==> config.mk <==
export PLATFORM = sky130hd
export DESIGN_NAME = seg7_mux_counter_flat
export DESIGN_NICKNAME = d
export VERILOG_FILES = /design/src/rtl/seg7_mux_counter_if.sv /design/src/rtl/seg7_mux_counter.sv /design/src/flat_wrapper.sv
export SDC_FILE = /design/constraint.sdc
export NUM_CORES = 1
export LEC_CHECK = 0
export BUFFER_PORTS_ARGS = -buffer_cell sky130_fd_sc_hd__buf_4
export CORE_ASPECT_RATIO = 1.2
export CORE_MARGIN = 2
export CORE_UTILIZATION = 55
export CTS_CLUSTER_SIZE = 12
export DETAILED_ROUTE_END_ITERATION = 7
export HOLD_SLACK_MARGIN = 0.1
export PLACE_DENSITY = 0.83
export SYNTH_ARGS = -nofsm -noshare
export SYNTH_HDL_FRONTEND = slang
export SYNTH_SLANG_ARGS = --single-unit
==> constraint.sdc <==
create_clock -name clk_i -period 1.95 [get_ports clk_i]
set_input_delay 0.585 -clock clk_i [delete_from_list [all_inputs] [get_ports clk_i]]
set_output_delay 0.585 -clock clk_i [all_outputs]
set_load 0.01 [all_outputs]
==> src/rtl/seg7_mux_counter_if.sv <==
// rtl/seg7_mux_counter_if.sv - switch/mode inputs and display/count outputs of seg7_mux_counter
//
// Purpose: groups the non-clock signals of the counter/display block.
// Ports (as seen by the slave, i.e. the counter):
//   sw_i      in   raw push-switch level, 1 = pressed
//   up_i      in   count direction, 1 = increment
//   bcd_i     in   count mode, 1 = decimal, 0 = hexadecimal
//   seg_o     out  segment drive, bit0 = A .. bit6 = G
//   dig_en_o  out  one-hot active-high digit enable, bit 0 = least-significant digit
//   count_o   out  current count, nibble 0 = least-significant digit
interface seg7_mux_counter_if #(
   parameter int NUM_DIGITS = 2
);
   logic                    sw_i;
   logic                    up_i;
   logic                    bcd_i;
   logic [6:0]              seg_o;
   logic [NUM_DIGITS-1:0]   dig_en_o;
   logic [4*NUM_DIGITS-1:0] count_o;

   modport master (
      output sw_i, up_i, bcd_i,
      input  seg_o, dig_en_o, count_o
   );

   modport slave (
      input  sw_i, up_i, bcd_i,
      output seg_o, dig_en_o, count_o
   );
endinterface

==> src/rtl/seg7_mux_counter.sv <==
// rtl/seg7_mux_counter.sv - debounced up/down hex/BCD counter with multiplexed 7-segment display
//
// Purpose: counts debounced switch presses and scans the count onto a
// multiplexed 7-segment display, one digit at a time.
// Ports:
//   clk_i   in  system clock, rising edge
//   rst_ni  in  asynchronous active-low reset
//   bus     slave modport of seg7_mux_counter_if (sw_i, up_i, bcd_i in;
//           seg_o, dig_en_o, count_o out)
module seg7_mux_counter #(
   parameter int NUM_DIGITS        = 2,
   parameter int CLKS_PER_DEBOUNCE = 250000,
   parameter int CLKS_PER_DIGIT    = 50000,
   parameter int ACTIVE_LOW_SEG    = 1,
   parameter int LZ_BLANK          = 0
) (
   input  logic            clk_i,
   input  logic            rst_ni,
   seg7_mux_counter_if.slave bus
);

   localparam int DW = $clog2(CLKS_PER_DEBOUNCE);
   localparam int SW = $clog2(CLKS_PER_DIGIT);
   localparam int IW = (NUM_DIGITS > 1) ? $clog2(NUM_DIGITS) : 1;
   localparam int CW = 4 * NUM_DIGITS;
   localparam logic [DW-1:0] DB_LAST   = DW'(CLKS_PER_DEBOUNCE - 1);
   localparam logic [SW-1:0] SCAN_LAST = SW'(CLKS_PER_DIGIT - 1);
   localparam logic [IW-1:0] IDX_LAST  = IW'(NUM_DIGITS - 1);
   localparam logic [6:0]    SEG_OFF   = (ACTIVE_LOW_SEG != 0) ? 7'h7F : 7'h00;

   logic [1:0]            sync_q;
   logic                  db_level_q;
   logic                  db_prev_q;
   logic [DW-1:0]         db_cnt_q;
   logic [CW-1:0]         count_q;
   logic [SW-1:0]         scan_cnt_q;
   logic [IW-1:0]         dig_idx_q;
   logic [6:0]            seg_q;
   logic [NUM_DIGITS-1:0] dig_en_q;

   logic                  step;
   logic [CW-1:0]         bcd_next;
   logic [CW-1:0]         count_next;
   logic                  carry;
   logic [3:0]            nib;
   logic [NUM_DIGITS-1:0] blank;
   logic                  zero_above;
   logic [3:0]            cur_nib;
   logic                  cur_blank;
   logic [6:0]            seg_raw;

   function automatic logic [6:0] decode(input logic [3:0] d);
      case (d)
         4'h0: decode = 7'h3F;
         4'h1: decode = 7'h06;
         4'h2: decode = 7'h5B;
         4'h3: decode = 7'h4F;
         4'h4: decode = 7'h66;
         4'h5: decode = 7'h6D;
         4'h6: decode = 7'h7D;
         4'h7: decode = 7'h07;
         4'h8: decode = 7'h7F;
         4'h9: decode = 7'h6F;
         4'hA: decode = 7'h77;
         4'hB: decode = 7'h7C;
         4'hC: decode = 7'h39;
         4'hD: decode = 7'h5E;
         4'hE: decode = 7'h79;
         default: decode = 7'h71;
      endcase
   endfunction

   // Synchronizer and debouncer. db_prev_q delays the debounced level so a
   // press is stepped on the edge after the debounced level rises.
   always_ff @(posedge clk_i or negedge rst_ni) begin
      if (!rst_ni) begin
         sync_q     <= '0;
         db_level_q <= 1'b0;
         db_prev_q  <= 1'b0;
         db_cnt_q   <= '0;
      end else begin
         sync_q    <= {sync_q[0], bus.sw_i};
         db_prev_q <= db_level_q;
         if (sync_q[1] != db_level_q) begin
            if (db_cnt_q == DB_LAST) begin
               db_level_q <= sync_q[1];
               db_cnt_q   <= '0;
            end else begin
               db_cnt_q <= db_cnt_q + 1'b1;
            end
         end else begin
            db_cnt_q <= '0;
         end
      end
   end

   assign step = db_level_q & ~db_prev_q;

   // BCD ripple: carry/borrow enters at nibble 0 and stops at the first digit
   // that absorbs it; a non-decimal digit decrements straight to 9.
   always_comb begin
      bcd_next = count_q;
      carry    = 1'b1;
      nib      = '0;
      for (int k = 0; k < NUM_DIGITS; k++) begin
         nib = count_q[4*k +: 4];
         if (carry) begin
            if (bus.up_i) begin
               if (nib >= 4'd9) begin
                  bcd_next[4*k +: 4] = 4'd0;
               end else begin
                  bcd_next[4*k +: 4] = nib + 4'd1;
                  carry = 1'b0;
               end
            end else begin
               if (nib == 4'd0) begin
                  bcd_next[4*k +: 4] = 4'd9;
               end else if (nib > 4'd9) begin
                  bcd_next[4*k +: 4] = 4'd9;
                  carry = 1'b0;
               end else begin
                  bcd_next[4*k +: 4] = nib - 4'd1;
                  carry = 1'b0;
               end
            end
         end
      end
      if (bus.bcd_i) begin
         count_next = bcd_next;
      end else if (bus.up_i) begin
         count_next = count_q + 1'b1;
      end else begin
         count_next = count_q - 1'b1;
      end
   end

   always_ff @(posedge clk_i or negedge rst_ni) begin
      if (!rst_ni) begin
         count_q <= '0;
      end else if (step) begin
         count_q <= count_next;
      end
   end

   always_ff @(posedge clk_i or negedge rst_ni) begin
      if (!rst_ni) begin
         scan_cnt_q <= '0;
         dig_idx_q  <= '0;
      end else if (scan_cnt_q == SCAN_LAST) begin
         scan_cnt_q <= '0;
         dig_idx_q  <= (dig_idx_q == IDX_LAST) ? '0 : dig_idx_q + 1'b1;
      end else begin
         scan_cnt_q <= scan_cnt_q + 1'b1;
      end
   end

   // A digit above 0 is blanked when it and every digit above it are zero.
   always_comb begin
      blank      = '0;
      zero_above = 1'b1;
      for (int k = NUM_DIGITS - 1; k >= 1; k--) begin
         zero_above = zero_above & (count_q[4*k +: 4] == 4'd0);
         blank[k]   = (LZ_BLANK != 0) && zero_above;
      end
      cur_nib   = '0;
      cur_blank = 1'b0;
      for (int k = 0; k < NUM_DIGITS; k++) begin
         if (dig_idx_q == IW'(k)) begin
            cur_nib   = count_q[4*k +: 4];
            cur_blank = blank[k];
         end
      end
      seg_raw = (ACTIVE_LOW_SEG != 0) ? ~decode(cur_nib) : decode(cur_nib);
   end

   // Enable and segments share one register stage so they switch together.
   always_ff @(posedge clk_i or negedge rst_ni) begin
      if (!rst_ni) begin
         seg_q    <= SEG_OFF;
         dig_en_q <= '0;
      end else begin
         seg_q    <= cur_blank ? SEG_OFF : seg_raw;
         dig_en_q <= NUM_DIGITS'(1) << dig_idx_q;
      end
   end

   assign bus.seg_o    = seg_q;
   assign bus.dig_en_o = dig_en_q;
   assign bus.count_o  = count_q;

endmodule

==> src/flat_wrapper.sv <==
// flat-port wrapper written by rule: the top's interface ports become plain ports
module seg7_mux_counter_flat 
#(
   parameter int NUM_DIGITS        = 2,
   parameter int CLKS_PER_DEBOUNCE = 250000,
   parameter int CLKS_PER_DIGIT    = 50000,
   parameter int ACTIVE_LOW_SEG    = 1,
   parameter int LZ_BLANK          = 0
)
  (clk_i, rst_ni, bus_sw_i, bus_up_i, bus_bcd_i, bus_seg_o, bus_dig_en_o, bus_count_o);
  seg7_mux_counter_if #(.NUM_DIGITS(NUM_DIGITS)) bus_i ();
  input  logic clk_i;
  input  logic rst_ni;
  input wire logic [$bits(bus_i.sw_i)-1:0] bus_sw_i;
  input wire logic [$bits(bus_i.up_i)-1:0] bus_up_i;
  input wire logic [$bits(bus_i.bcd_i)-1:0] bus_bcd_i;
  output wire logic [$bits(bus_i.seg_o)-1:0] bus_seg_o;
  output wire logic [$bits(bus_i.dig_en_o)-1:0] bus_dig_en_o;
  output wire logic [$bits(bus_i.count_o)-1:0] bus_count_o;
  assign bus_i.sw_i = bus_sw_i;
  assign bus_i.up_i = bus_up_i;
  assign bus_i.bcd_i = bus_bcd_i;
  assign bus_seg_o = bus_i.seg_o;
  assign bus_dig_en_o = bus_i.dig_en_o;
  assign bus_count_o = bus_i.count_o;
  seg7_mux_counter #(.NUM_DIGITS(NUM_DIGITS), .CLKS_PER_DEBOUNCE(CLKS_PER_DEBOUNCE), .CLKS_PER_DIGIT(CLKS_PER_DIGIT), .ACTIVE_LOW_SEG(ACTIVE_LOW_SEG), .LZ_BLANK(LZ_BLANK)) u_core (.clk_i(clk_i), .rst_ni(rst_ni), .bus(bus_i));
endmodule
==> reports/metrics.csv <==
metric,value,unit
run status,finished with violations,
violations in the final reports,negative setup slack,
total routed wirelength,7630,microns
worst rel slew slack,0.549,
Storage cell area,1410,sq um
maximum number of pins on one net before global-route repair,57,
number of slew-limit violations in the final report,0,
DRC violation count after routing,0,
final worst path period need,2040,ps
mean instance size in the synthesized netlist,9.50,sq um
global-route wire length before repair,13000,microns
post-layout total power,0.00219,W
CTS tree,done,
maximum clock skew at final layout,4.22,ps
count of final setup violators,1,
number of nets still failing antenna checks after routing,0,
IO buf count,21,
cell area after technology mapping,3440,sq um
Worst Hold Class,primary input to async pin,
Reg-to-Reg End,u_core.bus.count_o[6]$_DFFE_PN0P_,
flip-flop and latch count after synthesis,56,
adder-cell share of the synthesized area,0.0822,
effective utilization at floorplan,0.568,
die area,6900,sq um
maximum VDD drop,337,uV
largest fanout of any net on the critical path,4,
number of vias per cell,5.70,
"worst slack, placed",-222,ps
vias in the first global route,2891,
initial detailed-routing violation count,115,
total grt overflow,0,
Layout area overhead,23.2,%
worst-margin pin slew,677,ps
category of the most critical setup path,flop to flop,
number of antenna violations at the first check in global routing,0,
mux contribution to synthesized area,0.0218,
Startpoint Class,flop,
global-route usage over all layers,0.229,
detailed placer's ending HPWL,5460,microns
Final #Nets,450,
sinks on the clock net,56,
WP data arrival,2230,ps
Post-synth EDFFs,0,
Final Hold Slack,314,ps
simple-gate area share of the yosys netlist,0.238,
share of layout cells above drive strength 1,0.265,
cell at the root of the clock tree,clkbuf_8,
worst-skew pair later-pin latency,300,ps
Worst R2R Setup Slack,-90,ps
maxcap violations,0,
sequential share of the synthesized area,0.410,
share of synthesized flip-flops with an asynchronous set or reset,1.00,
number of buffers added by the clock tree synthesis step,5,
period utilisation layout,1.04,
number of instances in the synthesized netlist,362,
total of warnings raised by yosys,0,
number of filler instances in the final layout,489,
count of placed standard cells including taps,496,
Post-Syn Nets,389,
complex-gate fraction of the synthesized area,0.122,
smallest setup slack after layout,-87.4,ps
Cell Pwr Density,516,nW/um^2
total of hold buffers inserted after clock tree synthesis,0,
routability cong.,0.841,
utilization after layout,0.700,
final standard cell count with taps included and fillers excluded,505,
first-pass iteration count of the detailed router,4,
unrepaired setup endpoints after global routing,yes,
start point of the critical path,u_core.bus.count_o[1]$_DFFE_PN0P_,
Critical Path End Type,flop,
launch point of the worst reg-to-reg path,u_core.bus.count_o[1]$_DFFE_PN0P_,
most used flip-flop cell after synthesis,dfrtp_1,
number of top-level design ports,22,
total vias in the final route,2876,
antenna cell count,0,
Cell variety after synth,64,
main combinational cell family by area after synthesis,simple AND/OR/NAND/NOR gates,
area of the core,6050,sq um
Placement Rows,31,
Lkg Pwr,1.86,nW
required time of the critical path,2140,ps
H-tree depth,2,
CTS clock-pin slew for the worst setup and hold paths,90,ps
maximum root-to-sink buffer count,2,
average wire per standard cell,15.1,microns
die span in y,90.6,microns
multi-input gate area in the final layout,2070,sq um
Die W,76.2,microns
Synth Area in XOR/XNOR,0.0943,
number of failing hold endpoints at the final stage,0,
Achievable Freq,491,MHz
logic depth of the worst register-to-register path,7,
[state kept, by name, summed over array words and instances, names as in the netlist]
signal	flops
u_core.db_level_q	1
u_core.dig_idx_q	1
u_core.bus.dig_en_o	2
u_core.db_prev_q	1
u_core.scan_cnt_q	16
u_core.bus.seg_o	7
u_core.db_cnt_q	18
u_core.bus.count_o	8
u_core.sync_q	2
[cell families (layout without fill, tap and decap cells)]
family                   Yosys count  after routing
multiplexers                       7              7
buffers and inverters             25             86
AND/OR/NAND/NOR                  156            156
AO/OA/AOI/OAI                     59             59
adder cells (fa/ha/maj)           22             22
flip-flops                        56             56
XOR/XNOR                          37             37
[critical path, cell delays in order (launching register included)]
cell,delay (ps)
dfrtp_1,430
buf_6,150
fa_2,390
a211oi_2,260
o21bai_1,120
a21oi_1,180
xnor2_1,90
a221o_1,300
[per-layer routing]
| metal | up-vias | share of wire | wire (microns) | GRT usage |
|---|---|---|---|---|
| met5 | - | 0 | 0 | 0 |
| met4 | 0 | 0.027 | 204 | 0.0894 |
| met3 | 19 | 0.026 | 198 | 0.0240 |
| met2 | 64 | 0.53 | 4010 | 0.419 |
| met1 | 1402 | 0.42 | 3210 | 0.277 |
| li1 | 1391 | - | - | - |
[worst max path at each step]
stage	slack, ps	cells after the start	end
3_3_place_gp	-180	8	u_core.bus.count_o[6]$_DFFE_PN0P_
6_report	-90	7	u_core.bus.count_o[6]$_DFFE_PN0P_
4_1_cts	8	7	u_core.bus.count_o[7]$_DFFE_PN0P_
5_1_grt	-150	7	u_core.bus.count_o[6]$_DFFE_PN0P_
3_5_place_dp	-220	9	u_core.bus.count_o[7]$_DFFE_PN0P_
2_1_floorplan	-120	8	u_core.bus.count_o[6]$_DFFE_PN0P_
[Yosys cell counts (2+ instances only)]
library cell	n	area, sq um
dfrtp_1	49	1230
nor2_1	49	184
nand2_1	34	128
ha_1	21	263
xor2_1	19	166
xnor2_1	18	158
inv_1	15	56.3
nand3_1	14	70.1
nor3_1	12	60.1
a21oi_1	11	55.1
dfstp_2	7	184
nand4_1	7	43.8
and3_1	6	37.5
o21ai_1	6	30.0
buf_2	5	25.0
nand3b_1	5	37.5
a211oi_1	4	30.0
nand2b_1	4	25.0
nor2b_1	4	25.0
nor4b_1	4	35.0
o21ai_0	4	20.0
o21bai_1	4	30.0
a22oi_1	3	22.5
a31oi_1	3	18.8
mux2_2	3	33.8
mux2i_1	3	30.0
o211ai_1	3	22.5
a21boi_1	2	15.0
a21o_1	2	15.0
a221o_1	2	20.0
a221oi_1	2	17.5
a32o_1	2	20.0
clkbuf_1	2	7.51
nor4_1	2	12.5
or3_1	2	12.5
[power by group]
part / leakage [nW] / switching [W] / internal (W)
Combinational: 1.10 / 0.000178 / 0.000155
Clock: 0.0503 / 0.000337 / 0.000317
Sequential: 0.715 / 0.0000174 / 0.00118
[through the flow]
stage	TNS [ps]	cell area (sq um)
floorplan	-165	3520
global placement	-583	4020
detailed placement	-911	4020
CTS	0	4130
global route	-279	4240
finish	-87.4	4240
[layout by cell type (no fill, tap or decap), drive strengths merged, types with 6 or more instances in the layout]
cell / n
dfrtp: 49
xnor2: 18
and3: 6
dfstp: 7
a21oi: 11
nand3: 14
nand2: 34
nor3: 12
o21ai: 11
clkbuf: 7
nor2: 49
inv: 16
xor2: 19
buf: 63
ha: 21
nand4: 7
nor4b: 6
[area by class of cell]
| type | count | area share |
|---|---|---|
| clock buffers | 7 | 0.0227 |
| inverters | 16 | 0.0171 |
| multi-input cells | 281 | 0.489 |
| flip-flops and latches | 56 | 0.333 |
| well taps | 82 | 0.0242 |
| repair buffers | 63 | 0.113 |
[repair_timing]
| action | in CTS | in global routing |
|---|---|---|
| pin swaps | 0 | 13 |
| gates resized for setup | 2 | 20 |
| hold endpoints to repair | 0 | 0 |
| setup buffers | 1 | 1 |
| setup endpoints to repair | 3 | 8 |
No activity file was read; power rests on OpenSTA's default activity.
